File: config.mk
export PLATFORM = sky130hd
export DESIGN_NAME = alu_sequencer
export DESIGN_NICKNAME = d
export VERILOG_FILES = /design/src/rtl/alu_sequencer_pkg.sv /design/src/rtl/alu_sequencer.sv
export SDC_FILE = /design/constraint.sdc
export NUM_CORES = 1
export LEC_CHECK = 0
export ABC_AREA = 1
export CAP_MARGIN = 20
export CORE_AREA = 2 2 62 64
export CTS_CLUSTER_DIAMETER = 100
export CTS_CLUSTER_SIZE = 28
export DETAILED_ROUTE_END_ITERATION = 10
export DIE_AREA = 0 0 64 66
export PLACE_DENSITY = 0.74
export SLEW_MARGIN = 20
export SYNTH_ARGS = -nofsm -noshare
export SYNTH_HDL_FRONTEND = slang
export SYNTH_SLANG_ARGS = --single-unit
File: constraint.sdc
create_clock -name clk -period 1.6 [get_ports clk]
set_input_delay 0.16 -clock clk [delete_from_list [all_inputs] [get_ports clk]]
set_output_delay 0.16 -clock clk [all_outputs]
set_load 0.02 [all_outputs]
File: src/rtl/alu_sequencer_pkg.sv
// Shared opcode and state encodings for the 8-bit core's instruction sequencer.
// High nibble of an instruction byte is the opcode; low nibble selects a register.
package alu_sequencer_pkg;

    typedef enum logic [3:0] {
        OP_NOT  = 4'h0,
        OP_AND  = 4'h1,
        OP_OR   = 4'h2,
        OP_XOR  = 4'h3,
        OP_ADD  = 4'h4,
        OP_SUB  = 4'h5,
        OP_SHL  = 4'h6,
        OP_SHR  = 4'h7,
        OP_DEC  = 4'h8,
        OP_INC  = 4'h9,
        OP_LD   = 4'hA,
        OP_ST   = 4'hB,
        OP_JMP  = 4'hC,
        OP_JZ   = 4'hD,
        OP_NOP  = 4'hE,
        OP_HALT = 4'hF
    } opcode_e;

    typedef enum logic [2:0] {
        SEQ_FETCH   = 3'd0,
        SEQ_DECODE  = 3'd1,
        SEQ_OPERAND = 3'd2,
        SEQ_EXEC    = 3'd3,
        SEQ_SETTLE  = 3'd4,
        SEQ_FLAGS   = 3'd5,
        SEQ_HALT    = 3'd6
    } seq_state_e;

    localparam logic [3:0] NOP_CODE = 4'hE;

    // ALU opcodes occupy the contiguous low range NOT..INC.
    function automatic logic is_alu_op(input opcode_e op);
        return (op <= OP_INC);
    endfunction

endpackage

File: src/rtl/alu_sequencer.sv
// Multi-cycle fetch/decode/execute control FSM for the 8-bit core.
// All outputs are registered; the ALU sees a non-NOP opcode for exactly one cycle per op.
module alu_sequencer
    import alu_sequencer_pkg::*;
#(
    parameter int              PC_W     = 8,
    parameter int              RF_AW    = 4,
    parameter logic [PC_W-1:0] RESET_PC = '0
) (
    input  logic             clk,
    input  logic             rst_n,
    output logic             imem_req,
    output logic [PC_W-1:0]  imem_addr,
    input  logic [7:0]       imem_data,
    input  logic             imem_valid,
    output logic [3:0]       alu_op,
    output logic [RF_AW-1:0] rf_addr,
    output logic             rf_we,
    output logic             acu_load,
    input  logic             flag_z_in,
    input  logic             flag_cy_in,
    output logic             z_q,
    output logic             cy_q,
    output logic [PC_W-1:0]  pc,
    output logic             halted
);

    seq_state_e       state_q, state_d;
    logic [PC_W-1:0]  pc_q, pc_d;
    opcode_e          op_q, op_d;
    logic [RF_AW-1:0] rf_addr_q, rf_addr_d;
    logic             imem_req_q, imem_req_d;
    logic [3:0]       alu_op_q, alu_op_d;
    logic             rf_we_q, rf_we_d;
    logic             acu_load_q, acu_load_d;
    logic             z_d, cy_d;
    logic             halted_q, halted_d;

    opcode_e          fetched_op;
    logic             handshake;
    logic [PC_W-1:0]  pc_inc;

    // A valid byte only counts while we are actually requesting one.
    assign handshake  = imem_req_q & imem_valid;
    assign fetched_op = opcode_e'(imem_data[7:4]);
    assign pc_inc     = pc_q + PC_W'(1);

    always_comb begin
        state_d   = state_q;
        pc_d      = pc_q;
        op_d      = op_q;
        rf_addr_d = rf_addr_q;
        z_d       = z_q;
        cy_d      = cy_q;

        case (state_q)
            SEQ_FETCH: begin
                if (handshake) begin
                    op_d      = fetched_op;
                    rf_addr_d = imem_data[RF_AW-1:0];
                    pc_d      = pc_inc;
                    state_d   = SEQ_DECODE;
                end
            end
            SEQ_DECODE: begin
                if (is_alu_op(op_q)) begin
                    state_d = SEQ_EXEC;
                end else begin
                    case (op_q)
                        OP_JMP, OP_JZ: state_d = SEQ_OPERAND;
                        OP_HALT:       state_d = SEQ_HALT;
                        default:       state_d = SEQ_FETCH;
                    endcase
                end
            end
            SEQ_OPERAND: begin
                // Only JMP and JZ reach this state, so z_q alone decides a JZ.
                if (handshake) begin
                    if (op_q == OP_JMP || z_q) begin
                        pc_d = PC_W'(imem_data);
                    end else begin
                        pc_d = pc_inc;
                    end
                    state_d = SEQ_FETCH;
                end
            end
            SEQ_EXEC: begin
                state_d = SEQ_SETTLE;
            end
            SEQ_SETTLE: begin
                state_d = SEQ_FLAGS;
            end
            SEQ_FLAGS: begin
                z_d = flag_z_in;
                if (op_q == OP_ADD) begin
                    cy_d = flag_cy_in;
                end
                state_d = SEQ_FETCH;
            end
            SEQ_HALT: begin
                state_d = SEQ_HALT;
            end
            default: begin
                state_d = SEQ_FETCH;
            end
        endcase
    end

    // Outputs are computed from the next state so they line up with it after the edge.
    always_comb begin
        imem_req_d = (state_d == SEQ_FETCH) || (state_d == SEQ_OPERAND);
        alu_op_d   = (state_d == SEQ_EXEC) ? op_q : NOP_CODE;
        rf_we_d    = (state_q == SEQ_FETCH) && handshake && (fetched_op == OP_ST);
        acu_load_d = (state_q == SEQ_FETCH) && handshake && (fetched_op == OP_LD);
        halted_d   = (state_d == SEQ_HALT);
    end

    always_ff @(posedge clk or negedge rst_n) begin
        if (!rst_n) begin
            state_q    <= SEQ_FETCH;
            pc_q       <= RESET_PC;
            op_q       <= OP_NOT;
            rf_addr_q  <= '0;
            imem_req_q <= 1'b0;
            alu_op_q   <= NOP_CODE;
            rf_we_q    <= 1'b0;
            acu_load_q <= 1'b0;
            z_q        <= 1'b0;
            cy_q       <= 1'b0;
            halted_q   <= 1'b0;
        end else begin
            state_q    <= state_d;
            pc_q       <= pc_d;
            op_q       <= op_d;
            rf_addr_q  <= rf_addr_d;
            imem_req_q <= imem_req_d;
            alu_op_q   <= alu_op_d;
            rf_we_q    <= rf_we_d;
            acu_load_q <= acu_load_d;
            z_q        <= z_d;
            cy_q       <= cy_d;
            halted_q   <= halted_d;
        end
    end

    assign imem_req  = imem_req_q;
    assign imem_addr = pc_q;
    assign pc        = pc_q;
    assign alu_op    = alu_op_q;
    assign rf_addr   = rf_addr_q;
    assign rf_we     = rf_we_q;
    assign acu_load  = acu_load_q;
    assign halted    = halted_q;

endmodule

-- Word level (Yosys, flattened, before mapping)
Cells that the tools add are included.
- register bits after elaboration: 29
- ROM bits: 0
- memories kept: 0
- bits in writable memories: 0
- latch bits: 0
- magnitude comparators: 1
- eq/ne operators: 17
- muxes and demuxes: 10
- shift operators: 0
- div/mod/pow operators: 0
- add/subtract/negate cells: 1
- $mul: 0
- reductions and logical operators: 12
- bitwise operators: 1
- operators by type and width (kind ; count):
    $mux 8 ; 3
    $eq 4x4->1 const B ; 5
    $pmux 3 s6 ; 1
    $pmux 8 s2 ; 1
    $eq 3x2->1 const B ; 4
    $eq 3x3->1 const B ; 4
    $mux 3 ; 3
    $add 8x1->8 const B ; 1
    $logic_not 3->1 ; 2
    $pmux 3 s2 ; 1
    $eq 4x3->1 const B ; 1
    $le 4x4->1 const B ; 1
    $mux 4 ; 1
    $ne 2x2->1 const B ; 2
    $reduce_and 2->1 ; 2
    $eq 3x1->1 const B ; 1
    $logic_and 1x1->1 ; 3
    $reduce_and 3->1 ; 1
    $logic_or 1x1->1 ; 2
    $reduce_bool 2->1 ; 1
    $reduce_or 2->1 ; 1
    $and 1x1->1 ; 1

-- Longest topological paths before layout
Gate-level depths: netlist of run 1.
- depth in word-level cells: 7
- mapped depth: 9

-- Least setup slack after synthesis of run 1
Ideal clock, no wire load.
- path kind: register to register
- from: reg pc_q[1] (netlist: imem_addr[1])
- to: reg pc_q[6] (netlist: imem_addr[6])
- stages on the path, launching flop included: 9
- arrival: 1157 ps
- setup slack: 326 ps
- data required time: 1483 ps
- path buffers: 0
- cells stage by stage: dfrtp_1 -> ha_1 -> nand2_1 -> nor2_1 -> nand3_1 -> nand2_1 -> nand2_1 -> nand3_1 -> nand2_1
- longest elaborated chain between the ends: 4
- elaborated cells between the ends (all ways): 5
- ends and longest elaborated chain (element ; line ; RTL):
    start: declaration ; alu_sequencer.sv:29 ; logic [PC_W-1:0] pc_q, pc_d;
    start signal: assignment ; alu_sequencer.sv:133 ; pc_q <= pc_d;
    $add 8x1->8 (*) ; alu_sequencer.sv:46 ; assign pc_inc = pc_q + PC_W'(1);
    $mux 8 ; alu_sequencer.sv:79 ; if (op_q == OP_JMP || z_q) begin
    $mux 8 ; alu_sequencer.sv:78 ; if (handshake) begin
    $pmux 8 s2 (*) ; alu_sequencer.sv:56 ; case (state_q)
Every way passes the cells marked *; elsewhere a longest branch is shown, timed or not. The select of a mux whose other input is x is not followed.
A chain may end at the register's enable or synchronous reset.

-- Worst setup path in the final report of run 1
- from: reg pc_q[7] (netlist: imem_addr[7])
- to: out imem_addr[7]
- RTL lines (element ; line ; RTL):
    end: declaration ; alu_sequencer.sv:13 ; output logic [PC_W-1:0] imem_addr,
No word-level cell between the ends.

==> metrics.md, run 1 <==
| Metric | Value |
|---|---|
| Status | completed |
| Routed wire length | 3.11 mm |
| Global placer's final weighted congestion | 0.783 |
| Final setup vio count | 0 |
| Fin cells | 279 |
| Post-synth top flop | dfrtp_1 |
| Initial Utilization | 43.3% |
| M2 GR Usage | 25.0% |
| TritonCTS buffer count | 5 |
| GR met3 Demand/Resource | 3.58% |
| Final nets | 244 |
| Most frequent cell after synthesis | nand2_1 |
| DP HPWL | 2.31 mm |
| # diodes | 0 |
| HP Class | input port to async pin |
| Synthesis Warnings | 0 |
| Post-synth top area share | 42.3% |
| Syn Inst Count | 189 |
| Multi-input logic area | 634 µm² |
| Worst Skew | 14.3 ps |
| # clock sinks | 29 |
| DRC Markers | 0 |
| Seq/Total Area, Yosys | 47.5% |
| Worst slew margin | 76.4% |
| Worst path max stage delay | 620 ps |
| Fin Hold WS | 204 ps |
| Setup repair bufs after CTS | 0 |
| Total grt overflow | 0 |
| Worst-margin pin slew | 354 ps |
| Setup crit start | imem_addr[7] |
| Slowest CP cell | clkdlybuf4s50_1 |
| Syn_nets | 203 |
| Adder-Cell Fraction of Synth Area | 0.814% |
| Pwr dens | 1920 nW/µm² |
| Routed Antenna Nets | 0 |
| Max Fclk | 661 MHz |
| Crit share post-route | 94.6% |
| Pleak | 1.11 nW |
| Tmin final | 1510 ps |
| Post-synth ARST share | 100% |
| RR Startpoint | state_q[2] |
| Crit start category | flop |
| Syn_area_per_cell | 8.13 µm² |
| DR iter-0 viols | 39 |
| RSZ-0062 raised after global routing | false |
| Port Buffers | 42 |
| Largest family of logic cells by synthesized area | simple AND/OR/NAND/NOR gates |
| Vias in the first global route | 1,194 |
| Clock transition at path regs | 100 ps |
| Chip height | 66 µm |
| Pre-antenna DRT Iters | 5 |
| Number of max-cap violations | 0 |
| Area Growth Syn to Fin | 32.0% |
| First-pass GRT wire length | 5.20 mm |
| Area leader, netlist | dfrtp_1 |
| H-tree Lvls | 2 |
| Crit path max-delay family | buffers and inverters |
| Clock Tree Buf Depth | 2 |
| Flop and latch count out of synthesis | 29 |
| Die Width | 64 µm |
| Area contributors post-synth | dfrtp_1 (42%), nand2_1 (13%), nand3_1 (8.8%), inv_1 (6.1%), dfstp_2 (5.1%) |
| Crit. End Element | output pin |
| Number of cell rows | 22 |
| Post-synthesis mux area share | 0% |
| Worst setup path class | flop to output pin |
| Root Driver | clkbuf_4 |
| Global routing usage on met1 | 21.0% |
| Post-synth cell types | 24 |
| Slew Limit Fails | 0 |
| I/O pins | 43 |
| Worst EP required | 1440 ps |
| Tot GR Track Use | 16.0% |
| Total number of vias | 1,334 |
| Crit path cell chain | clkdlybuf4s50_1 |
| Vias/cell | 4.78 |
| Maximum VDD drop | 0.819 mV |
| Die ar. | 4220 µm² |
| Placeable Area | 3550 µm² |
| Setup TNS | 0 ps |
| Largest net degree at the start of global routing | 30 |
| Synth Area in Compound Gates | 7.25% |
| WP data arrival | 1350 ps |
| Post-synthesis xor/xnor area fraction | 0.570% |
| EDFF count, synth | 0 |
| Post-Synth Simple-Gate Area | 32.7% |
| Placed Instances | 271 |
| Antenna violations before repair | 0 |
| Skew-Pair Late Insertion Delay | 330 ps |
| Post-synth top cells | nand2_1 (53), nand3_1 (27), dfrtp_1 (26) |
| Clock tree from TritonCTS | built |
| Layout cell share with drive strength beyond 1 | 12.6% |
| Buf+Inv Stages, Crit Path | 1 |
| Sequential Area | 729 µm² |
| Crit Path Max Fanout | 5 |
| Filler cell count | 311 |
| Post-Syn Area | 1540 µm² |
| Wirelength per Cell | 11.2 µm |
| Busiest layer in global routing | met2 |
| Final Hold Viols | 0 |
-- flip-flops by register name, indices dropped and copies added (netlist names) --
signal,count
acu_load,1
alu_op,4
cy_q,1
z_q,1
op_q,4
rf_addr,4
imem_addr,8
imem_req,1
rf_we,1
halted,1
state_q,3
-- power breakdown --
| part | total [mW] | internal (mW) | switching, mW |
|---|---|---|---|
| registers | 1.35 | 1.05 | 0.302 |
| clock network | 0.461 | 0.217 | 0.244 |
| logic | 2.07 | 0.845 | 1.23 |
-- final cells by class --
type	count	share of cell area, %
timing repair buffer	43	21.9
sequential	29	36.0
multi-input combinational	124	31.3
tap	48	2.96
clock buffer	8	2.90
inverter	27	5.00
-- stage by stage --
| step | worst slack [ps] | utilization [%] | area (µm²) | power (mW) |
|---|---|---|---|---|
| after floorplan | 326 | - | 1540 | 2.80 |
| after global placement | 188 | 55.0 | 1950 | 3.50 |
| after detailed placement | 159 | 55.0 | 1950 | 3.54 |
| after CTS | 0.167 | 56.4 | 2000 | 3.95 |
| after global routing | 26.0 | 57.1 | 2030 | 4.19 |
| final | 86.6 | 57.1 | 2030 | 3.89 |
-- cells by family (layout without fill, tap and decap cells) --
kind of cell / Yosys count / in the layout
buf+inv: 36 / 78
flops: 29 / 29
simple gates: 106 / 106
fa+ha+maj: 1 / 1
xor+xnor: 1 / 1
compound gates: 16 / 16
-- cells in the final DEF, fill, tap and decap left out, drive strengths merged, types with 2 or more instances in the layout --
cell | synthesis | layout
o21ai | 13 | 13
inv | 27 | 27
or2 | 2 | 2
dlygate4sd2 | 0 | 7
dfrtp | 26 | 26
dfstp | 3 | 3
nand3 | 27 | 27
clkdlybuf4s50 | 0 | 25
o21bai | 2 | 2
nor2 | 16 | 16
clkbuf | 0 | 8
nand2 | 57 | 57
nand3b | 2 | 2
dlymetal6s2s | 0 | 10
-- layer usage --
metal	wire (µm)	vias to the layer above
met1	1410	620
met3	162	5
met5	0	-
li1	-	673
met2	1480	36
met4	67	0
-- path summary, 6_finish.rpt --
kind	cells past startpoint	slack, ps	endpoint
max in group asynchronous	2	1080	alu_op[1]
min in group clk	3	390	cy_q
max reg2reg	6	270	imem_addr[2]
min reg2reg	2	500	rf_addr[0]
max	1	90	imem_addr[7]
min	2	200	state_q[1]
-- repair_timing --
action / in CTS / in global routing
gates cloned: 0 / 0
hold endpoints to repair: 0 / 0
setup endpoints to repair: 7 / 10
resized for setup: 7 / 10
hold buffers: 0 / 0
No activity file was read; power rests on OpenSTA's default activity.
==> inputs of run 2 (changes only) <==
--- a/config.mk
+++ b/config.mk
@@ -6,7 +6,6 @@
 export NUM_CORES = 1
 export LEC_CHECK = 0
 export ABC_AREA = 1
-export CAP_MARGIN = 20
 export CORE_AREA = 2 2 62 64
 export CTS_CLUSTER_DIAMETER = 100
 export CTS_CLUSTER_SIZE = 28
==> results of run 2 <==
Final layout, timing and power as in run 1 (identical DEF).
